File: config.mk
export PLATFORM = sky130hd
export DESIGN_NAME = danger_scheduler
export DESIGN_NICKNAME = d
export VERILOG_FILES = /design/src/rtl/danger_scheduler.sv
export SDC_FILE = /design/constraint.sdc
export NUM_CORES = 1
export LEC_CHECK = 0
export BUFFER_PORTS_ARGS = -buffer_cell sky130_fd_sc_hd__buf_4
export CAP_MARGIN = 20
export CORE_MARGIN = 2
export CORE_UTILIZATION = 58
export DETAILED_ROUTE_END_ITERATION = 12
export PLACE_DENSITY = 0.77
export RECOVER_POWER = 100
export SLEW_MARGIN = 20
export SYNTH_ARGS = -nofsm -noshare
export SYNTH_HDL_FRONTEND = slang
export SYNTH_SLANG_ARGS = --single-unit
File: constraint.sdc
create_clock -name clk_i -period 2.4 [get_ports clk_i]
set_input_delay 0.24 -clock clk_i [delete_from_list [all_inputs] [get_ports clk_i]]
set_output_delay 0.24 -clock clk_i [all_outputs]
set_load 0.005 [all_outputs]
File: src/rtl/danger_scheduler.sv
// Obstacle slot scheduler for the dino game. It owns three obstacle slots and, on each
// accepted game tick, scrolls them left and retires slots that leave the screen. After a
// pseudo-random gap it spawns a new obstacle whose type comes from a Galois LFSR.
module danger_scheduler #(
    parameter logic [9:0]  SPAWN_X   = 10'd720,
    parameter logic [9:0]  FIRST_GAP = 10'd200,
    parameter logic [9:0]  MIN_GAP   = 10'd160,
    parameter logic [15:0] LFSR_SEED = 16'hACE1
) (
    input  logic       clk_i,
    input  logic       rst_i,
    input  logic       tick_i,
    input  logic       start_i,
    input  logic       game_over_i,
    input  logic [3:0] speed_i,
    input  logic       bird_allow_i,
    output logic [9:0] new_danger_pos1_o,
    output logic [9:0] new_danger_pos2_o,
    output logic [9:0] new_danger_pos3_o,
    output logic [2:0] danger_type1_o,
    output logic [2:0] danger_type2_o,
    output logic [2:0] danger_type3_o,
    output logic       danger_en1_o,
    output logic       danger_en2_o,
    output logic       danger_en3_o,
    output logic       busy_o
);

    localparam logic [2:0] TypeNothing = 3'd5;

    typedef enum logic [1:0] {StIdle, StRun, StFrozen} state_e;

    state_e          state_q;
    logic [2:0][9:0] pos_q, pos_d;
    logic [2:0][2:0] type_q, type_d;
    logic [2:0]      en_q, en_d;
    logic [9:0]      gap_q, gap_d;
    logic [15:0]     lfsr_q, lfsr_d;
    logic            busy_q;

    logic [9:0]      speed_ext;
    logic [2:0]      lfsr_t;
    logic [2:0]      spawn_type;
    logic            slot_found;

    assign speed_ext = {6'd0, speed_i};

    // Map LFSR low bits onto types 0..4, substituting cacti for birds when birds are masked.
    always_comb begin
        lfsr_t = lfsr_q[2:0];
        if (lfsr_t >= 3'd5) begin
            lfsr_t = lfsr_t - 3'd5;
        end
        spawn_type = lfsr_t;
        if (!bird_allow_i) begin
            if (lfsr_t == 3'd0) begin
                spawn_type = 3'd2;
            end else if (lfsr_t == 3'd1) begin
                spawn_type = 3'd4;
            end
        end
    end

    // Next-state of slots, gap counter and LFSR for one accepted tick.
    always_comb begin
        pos_d      = pos_q;
        type_d     = type_q;
        en_d       = en_q;
        gap_d      = gap_q;
        slot_found = 1'b0;
        // Shift right, fold the dropped bit back through taps 16,14,13,11.
        lfsr_d     = {1'b0, lfsr_q[15:1]} ^ (lfsr_q[0] ? 16'hB400 : 16'h0000);

        for (int i = 0; i < 3; i++) begin
            if (en_q[i]) begin
                if (pos_q[i] <= speed_ext) begin
                    en_d[i]   = 1'b0;
                    pos_d[i]  = 10'd0;
                    type_d[i] = TypeNothing;
                end else begin
                    pos_d[i] = pos_q[i] - speed_ext;
                end
            end
        end

        if (gap_q == 10'd0) begin
            // Free-slot search uses pre-tick enables so a slot retired now is not reused.
            for (int i = 0; i < 3; i++) begin
                if (!slot_found && !en_q[i]) begin
                    slot_found = 1'b1;
                    en_d[i]    = 1'b1;
                    pos_d[i]   = SPAWN_X;
                    type_d[i]  = spawn_type;
                end
            end
            if (slot_found) begin
                gap_d = MIN_GAP + {2'b00, lfsr_q[7:0]};
            end
        end else begin
            gap_d = (gap_q > speed_ext) ? gap_q - speed_ext : 10'd0;
        end
    end

    // Control FSM and all registered state; start overrides tick in every state.
    always_ff @(posedge clk_i) begin
        if (rst_i) begin
            state_q <= StIdle;
            pos_q   <= '0;
            type_q  <= {TypeNothing, TypeNothing, TypeNothing};
            en_q    <= '0;
            gap_q   <= FIRST_GAP;
            lfsr_q  <= LFSR_SEED;
            busy_q  <= 1'b0;
        end else if (start_i) begin
            state_q <= StRun;
            pos_q   <= '0;
            type_q  <= {TypeNothing, TypeNothing, TypeNothing};
            en_q    <= '0;
            gap_q   <= FIRST_GAP;
            lfsr_q  <= LFSR_SEED;
            busy_q  <= 1'b1;
        end else begin
            unique case (state_q)
                StRun: begin
                    if (game_over_i) begin
                        state_q <= StFrozen;
                        busy_q  <= 1'b0;
                    end else if (tick_i) begin
                        pos_q  <= pos_d;
                        type_q <= type_d;
                        en_q   <= en_d;
                        gap_q  <= gap_d;
                        lfsr_q <= lfsr_d;
                    end
                end
                StIdle, StFrozen: begin
                    state_q <= state_q;
                end
                default: begin
                    state_q <= StIdle;
                    busy_q  <= 1'b0;
                end
            endcase
        end
    end

    assign new_danger_pos1_o = pos_q[0];
    assign new_danger_pos2_o = pos_q[1];
    assign new_danger_pos3_o = pos_q[2];
    assign danger_type1_o    = type_q[0];
    assign danger_type2_o    = type_q[1];
    assign danger_type3_o    = type_q[2];
    assign danger_en1_o      = en_q[0];
    assign danger_en2_o      = en_q[1];
    assign danger_en3_o      = en_q[2];
    assign busy_o            = busy_q;

endmodule

==> flow_metrics.env, run 1 <==
export IMPL_die_h_um=87.9
export IMPL_final_antenna_net_count=0
export IMPL_detailroute_via_count=4121
export IMPL_arrival_time_at_the_worst_endpoint_ps=2490
export IMPL_report_final_hold_viol_count=0
export IMPL_htree_levels=3
export IMPL_ir_worst_vdd_uv=290
export IMPL_critical_path_top_cell_by_count="sky130_fd_sc_hd__inv_1"
export IMPL_worst_path_dominant_cell_family="compound AO/OA/AOI/OAI gates"
export IMPL_tritoncts_num_buffers=9
export IMPL_drt_drc_violations_left=0
export IMPL_drt_pre_antenna_iters=5
export IMPL_tritoncts_num_sinks=70
export IMPL_timing_clock_skew_ps=10.6
export IMPL_grt_setup_unrepaired="false"
export IMPL_drt_iter0_markers=344
export IMPL_syn2layout_area_growth_pct=19.0
export IMPL_register_area_share_after_synthesis_pct=34.3
export IMPL_routability_congestion_estimate_from_global_placement=0.888
export IMPL_cellLeakagePower_nw=1.91
export IMPL_post_cts_hold_buffer_count=0
export IMPL_synth_net_count=532
export IMPL_n_fill_cell=549
export IMPL_yosys_top_cells_area="sky130_fd_sc_hd__dfxtp_1, sky130_fd_sc_hd__ha_1, sky130_fd_sc_hd__a21oi_1, sky130_fd_sc_hd__nand2_1, sky130_fd_sc_hd__nor2_1"
export IMPL_clk_transition_reported_paths_ps=90
export IMPL_grt_antenna_before_repair=0
export IMPL_setup_viol=0
export IMPL_post_route_period_util_pct=94.2
export IMPL_clock_tree_root_cell="sky130_fd_sc_hd__clkbuf_8"
export IMPL_slew_viol_final=0
export IMPL_synth_seq_cells=70
export IMPL_globalRouteOverflowTotal=0
export IMPL_hold_class="input port to register"
export IMPL_timing_setup_critical_path_class="register to register"
export IMPL_io_pins=53
export IMPL_core_mm2=0.00679
export IMPL_diodes=0
export IMPL_cap_violations=0
export IMPL_hold_ws_ps=56.2
export IMPL_critical_path_cell_chain="inv_1, ha_1, inv_1, fa_1, nand3_1, o2bb2ai_1, a21oi_1, nor2_1, o32a_1"
export IMPL_timing_slew_headroom_pct=22.2
export IMPL_most_numerous_cell_in_the_yosys_netlist="sky130_fd_sc_hd__dfxtp_1"
export IMPL_row_count=30
export IMPL_synthArstFlopShare_pct=0
export IMPL_grt_total_usage_pct=30.3
export IMPL_fin_cells=660
export IMPL_num_nets_final=592
export IMPL_timing_setup_tns_ps=0
export IMPL_post_place_cells=644
export IMPL_timing_critical_path_fanout_max=5
export IMPL_setup_worst_path_end_class="register"
export IMPL_synth_enable_flop_cells=0
export IMPL_vias_in_the_first_global_route=3807
export IMPL_drive_above_1_share_pct=17.7
export IMPL_worstPathBufferInverterCount=2
export IMPL_worstMarginPinSlew_ps=1170
export IMPL_status="finished clean"
export IMPL_worst_ep_required_time_ps=2630
export IMPL_via_density=6.24
export IMPL_worstSkewPairLatency_ps=350
export IMPL_avgRoutedWirePerCell_um=16.8
export IMPL_synthesis_area_mm2=0.00409
export IMPL_pwr_density_cell_mw_per_mm2=480
export IMPL_post_dp_hpwl_um=8030
export IMPL_initial_cell_density_of_the_core_pct=60.1
export IMPL_cts_path_max_buffers=2
export IMPL_gate_count_after_technology_mapping=499
export IMPL_maximum_cell_stage_delay_along_the_critical_path_ps=430
export IMPL_grt_first_pass_wirelength_um=18400
export IMPL_design_power_total_mw=2.34
export IMPL_yosysUniqueCellTypes=69
export IMPL_grt_start_max_net_pins=37
export IMPL_port_buffers=52
export IMPL_avgSynthCellArea_um2=8.19
export IMPL_synth_top_cell_area_share_pct=34.3
export IMPL_post_synth_most_frequent_cells="sky130_fd_sc_hd__dfxtp_1, sky130_fd_sc_hd__nand2_1, sky130_fd_sc_hd__a21oi_1, sky130_fd_sc_hd__nor2_1, sky130_fd_sc_hd__o21ai_0"
export IMPL_synth_ff_type="sky130_fd_sc_hd__dfxtp_1"
export IMPL_critical_path_slowest_cell="sky130_fd_sc_hd__a21oi_1"
export IMPL_cts_tree="built"
export IMPL_detail_route_wirelength_um=11100
export IMPL_die_width_um=87.9
export IMPL_yosysTopAreaCell="sky130_fd_sc_hd__dfxtp_1"
export IMPL_period_needed_ps=2260
export IMPL_max_clock_freq_mhz=443
export IMPL_yosys_warnings=0
export IMPL_cp_start_kind="register"
export IMPL_design_die_area_mm2=0.00773
[report_power, final]
group | leakage, nW | internal [mW] | total, mW | switching [mW]
registers | 0.565 | 1.17 | 1.17 | 0.00772
logic | 1.25 | 0.0751 | 0.195 | 0.120
clock network | 0.0914 | 0.481 | 0.967 | 0.486
[per-stage QoR]
stage / cell area, um^2 / util [%] / worst slack, ps
floorplan: 4090 / - / 250
global placement: 4690 / 69.0 / 85.6
detailed placement: 4690 / 69.0 / 57.9
CTS: 4890 / 72.0 / 60.3
global route: 4860 / 71.5 / 9.72
finish: 4860 / 71.5 / 140
[cells by family (layout without fill, tap and decap cells)]
logic type	count (synthesis)	in the layout	synth area share, %
xor gates and xnor gates	8	8	1.71
DFF	70	70	34.3
buffers and inverters	42	107	4.10
and+or+nand+nor	190	190	24.3
AOI/OAI and AO/OA	163	163	27.0
muxes	3	3	0.766
adders and majority gates	23	23	7.78
[state kept, by name (all words and copies together) (netlist names)]
name	count
lfsr_q	16
gap_q	10
new_danger_pos3_o	10
new_danger_pos1_o	10
danger_type2_o	3
state_q	2
new_danger_pos2_o	10
en_q	3
danger_type3_o	3
danger_type1_o	3
[cell usage in the layout, fill, tap and decap left out, types with 9 or more instances in the layout]
cell | netlist | final
sky130_fd_sc_hd__a21oi_1 | 42 | 42
sky130_fd_sc_hd__a22o_1 | 9 | 9
sky130_fd_sc_hd__buf_4 | 0 | 26
sky130_fd_sc_hd__clkbuf_1 | 20 | 9
sky130_fd_sc_hd__clkbuf_4 | 0 | 39
sky130_fd_sc_hd__clkbuf_8 | 0 | 9
sky130_fd_sc_hd__dfxtp_1 | 70 | 70
sky130_fd_sc_hd__ha_1 | 19 | 19
sky130_fd_sc_hd__inv_1 | 16 | 16
sky130_fd_sc_hd__nand2_1 | 47 | 47
sky130_fd_sc_hd__nand3_1 | 18 | 18
sky130_fd_sc_hd__nor2_1 | 40 | 39
sky130_fd_sc_hd__nor3_1 | 17 | 17
sky130_fd_sc_hd__nor4_1 | 9 | 9
sky130_fd_sc_hd__o21ai_0 | 28 | 29
sky130_fd_sc_hd__or3_1 | 11 | 11
[worst paths after layout]
| kind | start | endpoint | slack (ps) | cells past startpoint |
|---|---|---|---|---|
| setup / recovery | new_danger_pos1_o[0] | danger_type1_o[0] | 140 | 9 |
| hold / removal | rst_i | state_q[0] | 60 | 2 |
| setup reg to reg | new_danger_pos1_o[0] | danger_type1_o[0] | 140 | 9 |
| hold reg to reg | lfsr_q[10] | lfsr_q[9] | 450 | 2 |
[layer usage]
| metal | wire [um] | track usage (%) | up-vias |
|---|---|---|---|
| met5 | 0 | 0 | - |
| met4 | 290 | 13.3 | 0 |
| met3 | 789 | 3.68 | 30 |
| met2 | 5020 | 47.6 | 190 |
| met1 | 4990 | 41.9 | 1893 |
| li1 | - | - | 2008 |
[timing repair]
action | 4_1_cts | 5_1_grt
setup endpoints to repair | 0 | 3
buffers inserted | 0 | 0
endpoints found under the hold margin | 0 | 0
resized for setup | 0 | 1
[layout make-up]
class	instances	area (um^2)	area share [%]
repair buffers	75	542	11.1
inverters	16	60.1	1.24
clock inverters	7	75.1	1.54
clock buffers	9	124	2.55
flip-flops and latches	70	1400	28.8
multi-input cells	387	2540	52.2
well taps	96	120	2.47
(Power assumes the default switching activity.)
==> run 2: changes to the inputs <==
- PLACE_DENSITY: 0.77 -> 0.86
- REMOVE_ABC_BUFFERS: not set -> 1
==> run 2 against run 1 <==
Critical path depth is 3 lower. Die area unchanged. Fmax decreased by 1.5%. Critical endpoint is now new_danger_pos1_o[5]. Largest power group unchanged. Highest routed layer unchanged.
==> flow_metrics.env, run 2 (same netlist as run 1, synthesis figures left out) <==
export IMPL_status="finished clean"
export IMPL_worstSetupEndpoint="new_danger_pos1_o[5]"
export IMPL_globalRouteOverflowTotal=0
export IMPL_post_dp_hpwl_um=8440
export IMPL_period_needed_ps=2290
export IMPL_setup_viol=0
export IMPL_clock_tree_root_cell="sky130_fd_sc_hd__clkbuf_8"
export IMPL_grt_start_max_net_pins=37
export IMPL_ir_worst_vdd_uv=364
export IMPL_crit_start="new_danger_pos1_o[1]"
export IMPL_tritoncts_num_sinks=70
export IMPL_largest_register_ffs=16
export IMPL_critical_path_slowest_cell="sky130_fd_sc_hd__dfxtp_1"
export IMPL_design_die_area_mm2=0.00773
export IMPL_worst_reg2reg_setup_slack_ps=110
export IMPL_final_antenna_net_count=0
export IMPL_die_width_um=87.9
export IMPL_cts_path_max_buffers=2
export IMPL_cap_violations=0
export IMPL_clk_transition_reported_paths_ps=80
export IMPL_initial_cell_density_of_the_core_pct=60.1
export IMPL_worstSkewPairLatency_ps=360
export IMPL_detail_route_wirelength_um=12100
export IMPL_maximum_cell_stage_delay_along_the_critical_path_ps=460
export IMPL_grt_first_pass_wirelength_um=19600
export IMPL_worst_hold_path_num_cells=2
export IMPL_diodes=0
export IMPL_die_h_um=87.9
export IMPL_cts_tree="built"
export IMPL_worst_reg2reg_path_startpoint="new_danger_pos1_o[1]"
export IMPL_detailroute_via_count=4317
export IMPL_num_nets_final=596
export IMPL_routability_congestion_estimate_from_global_placement=1.00
export IMPL_syn2layout_area_growth_pct=19.7
export IMPL_final_common_cell="sky130_fd_sc_hd__dfxtp_1"
export IMPL_max_clock_freq_mhz=436
export IMPL_row_count=30
export IMPL_timing_setup_critical_path_class="register to register"
export IMPL_layout_common_cells="sky130_fd_sc_hd__dfxtp_1, sky130_fd_sc_hd__nand2_1, sky130_fd_sc_hd__a21oi_1, sky130_fd_sc_hd__clkbuf_4, sky130_fd_sc_hd__nor2_1"
export IMPL_grt_setup_unrepaired="false"
export IMPL_drt_pre_antenna_iters=6
export IMPL_reg2reg_depth=6
export IMPL_timing_clock_skew_ps=9.45
export IMPL_critical_path_cell_chain="ha_1, nor2b_1, o31a_1, or3_1, or4_1, a31oi_1"
export IMPL_drive_above_1_share_pct=18.7
export IMPL_drt_drc_violations_left=0
export IMPL_tritoncts_num_buffers=9
export IMPL_grt_antenna_before_repair=0
export IMPL_worstMarginPinSlew_ps=943
export IMPL_hold_class="input port to register"
export IMPL_via_density=6.50
export IMPL_r2r_end="new_danger_pos1_o[5]"
export IMPL_drt_iter0_markers=510
export IMPL_vias_in_the_first_global_route=4055
export IMPL_arrival_time_at_the_worst_endpoint_ps=2580
export IMPL_avgRoutedWirePerCell_um=18.2
export IMPL_dpl_worst_slack_ps=73.0
export IMPL_io_pins=53
export IMPL_post_cts_hold_buffer_count=0
export IMPL_regMostFlops="lfsr_q"
export IMPL_setup_worst_path_end_class="register"
export IMPL_final_core_utilization_pct=72.0
export IMPL_timing_slew_headroom_pct=37.1
export IMPL_n_fill_cell=514
export IMPL_slew_viol_final=0
export IMPL_post_route_period_util_pct=95.6
export IMPL_cellLeakagePower_nw=1.95
export IMPL_port_buffers=52
export IMPL_report_final_hold_viol_count=0
export IMPL_pwr_density_cell_mw_per_mm2=501
export IMPL_worst_ep_required_time_ps=2690
export IMPL_postPlaceCellArea_mm2=0.00471
export IMPL_htree_levels=3
export IMPL_timing_critical_path_fanout_max=5
export IMPL_final_design_area_no_fill_mm2=0.00489
export IMPL_core_mm2=0.00679
export IMPL_cp_start_kind="register"
export IMPL_layout_setup_ws_ps=105
export IMPL_grt_total_usage_pct=32.4
run 2: changes by cell type in the layout (fill, tap and decap cells not counted), sizes merged:
cell,change
clkinv,+1
clkbuf,-1
buf,+5
clkinvlp,-2
bufinv,+1
run 2: timing repair:
action                                  4_1_cts  5_1_grt
endpoints found under the setup margin        0        7
buffers inserted                              0        0
resized for setup                             0        3
run 2: metal layers:
metal  track usage [%]  routed length (um)  up-vias  part of all wire (%)
li1                  -                   -     2002                     -
met1              40.0                4870     2041                    40
met2              53.5                5820      230                    48
met3              8.29                 961       44                   7.9
met4              14.1                 446        0                   3.7
met5                 0                   0        -                     0
run 2: worst min path at each step:
| stage | from | endpoint | slack (ps) |
|---|---|---|---|
| 2_1_floorplan | rst_i | state_q[0] | 310 |
| 3_3_place_gp | rst_i | state_q[0] | 420 |
| 3_5_place_dp | rst_i | state_q[0] | 420 |
| 4_1_cts | rst_i | state_q[0] | 50 |
| 5_1_grt | rst_i | state_q[0] | 50 |
| 6_report | rst_i | state_q[0] | 40 |
run 2: cell type report:
class | instances | area, um^2 | area share [%]
clock buffer | 9 | 124 | 2.53
clock inverter | 7 | 98.8 | 2.02
inverter | 16 | 60.1 | 1.23
multi-input combinational | 387 | 2520 | 51.6
sequential | 70 | 1400 | 28.7
tap | 96 | 120 | 2.46
timing repair buffer | 79 | 564 | 11.5
run 2: worst max-delay path, delay by kind of cell (launching register included):
family | cells | cell delay, ps
AO/OA/AOI/OAI | 2 | 460
adder cells (fa/ha/maj) | 1 | 300
AND/OR/NAND/NOR | 3 | 1010
flip-flops | 1 | 460
run 2: power by group:
part	switching (mW)	internal (mW)	total, mW
Combinational	0.127	0.0759	0.203
Clock	0.486	0.588	1.07
Sequential	0.00661	1.17	1.17
Total	0.620	1.83	2.45
run 2: metrics by stage:
| stage | power [mW] | hold slack [ps] | setup TNS, ps | instances |
|---|---|---|---|---|
| CTS | 2.45 | 45.9 | 0 | 664 |
| floorplan | 1.32 | 312 | -75570 | 473 |
| finish | 2.45 | 44.8 | 0 | 664 |
| detailed placement | 1.40 | 425 | 0 | 648 |
| global route | 2.52 | 50.8 | 0 | 664 |
| global placement | 1.39 | 421 | 0 | 648 |
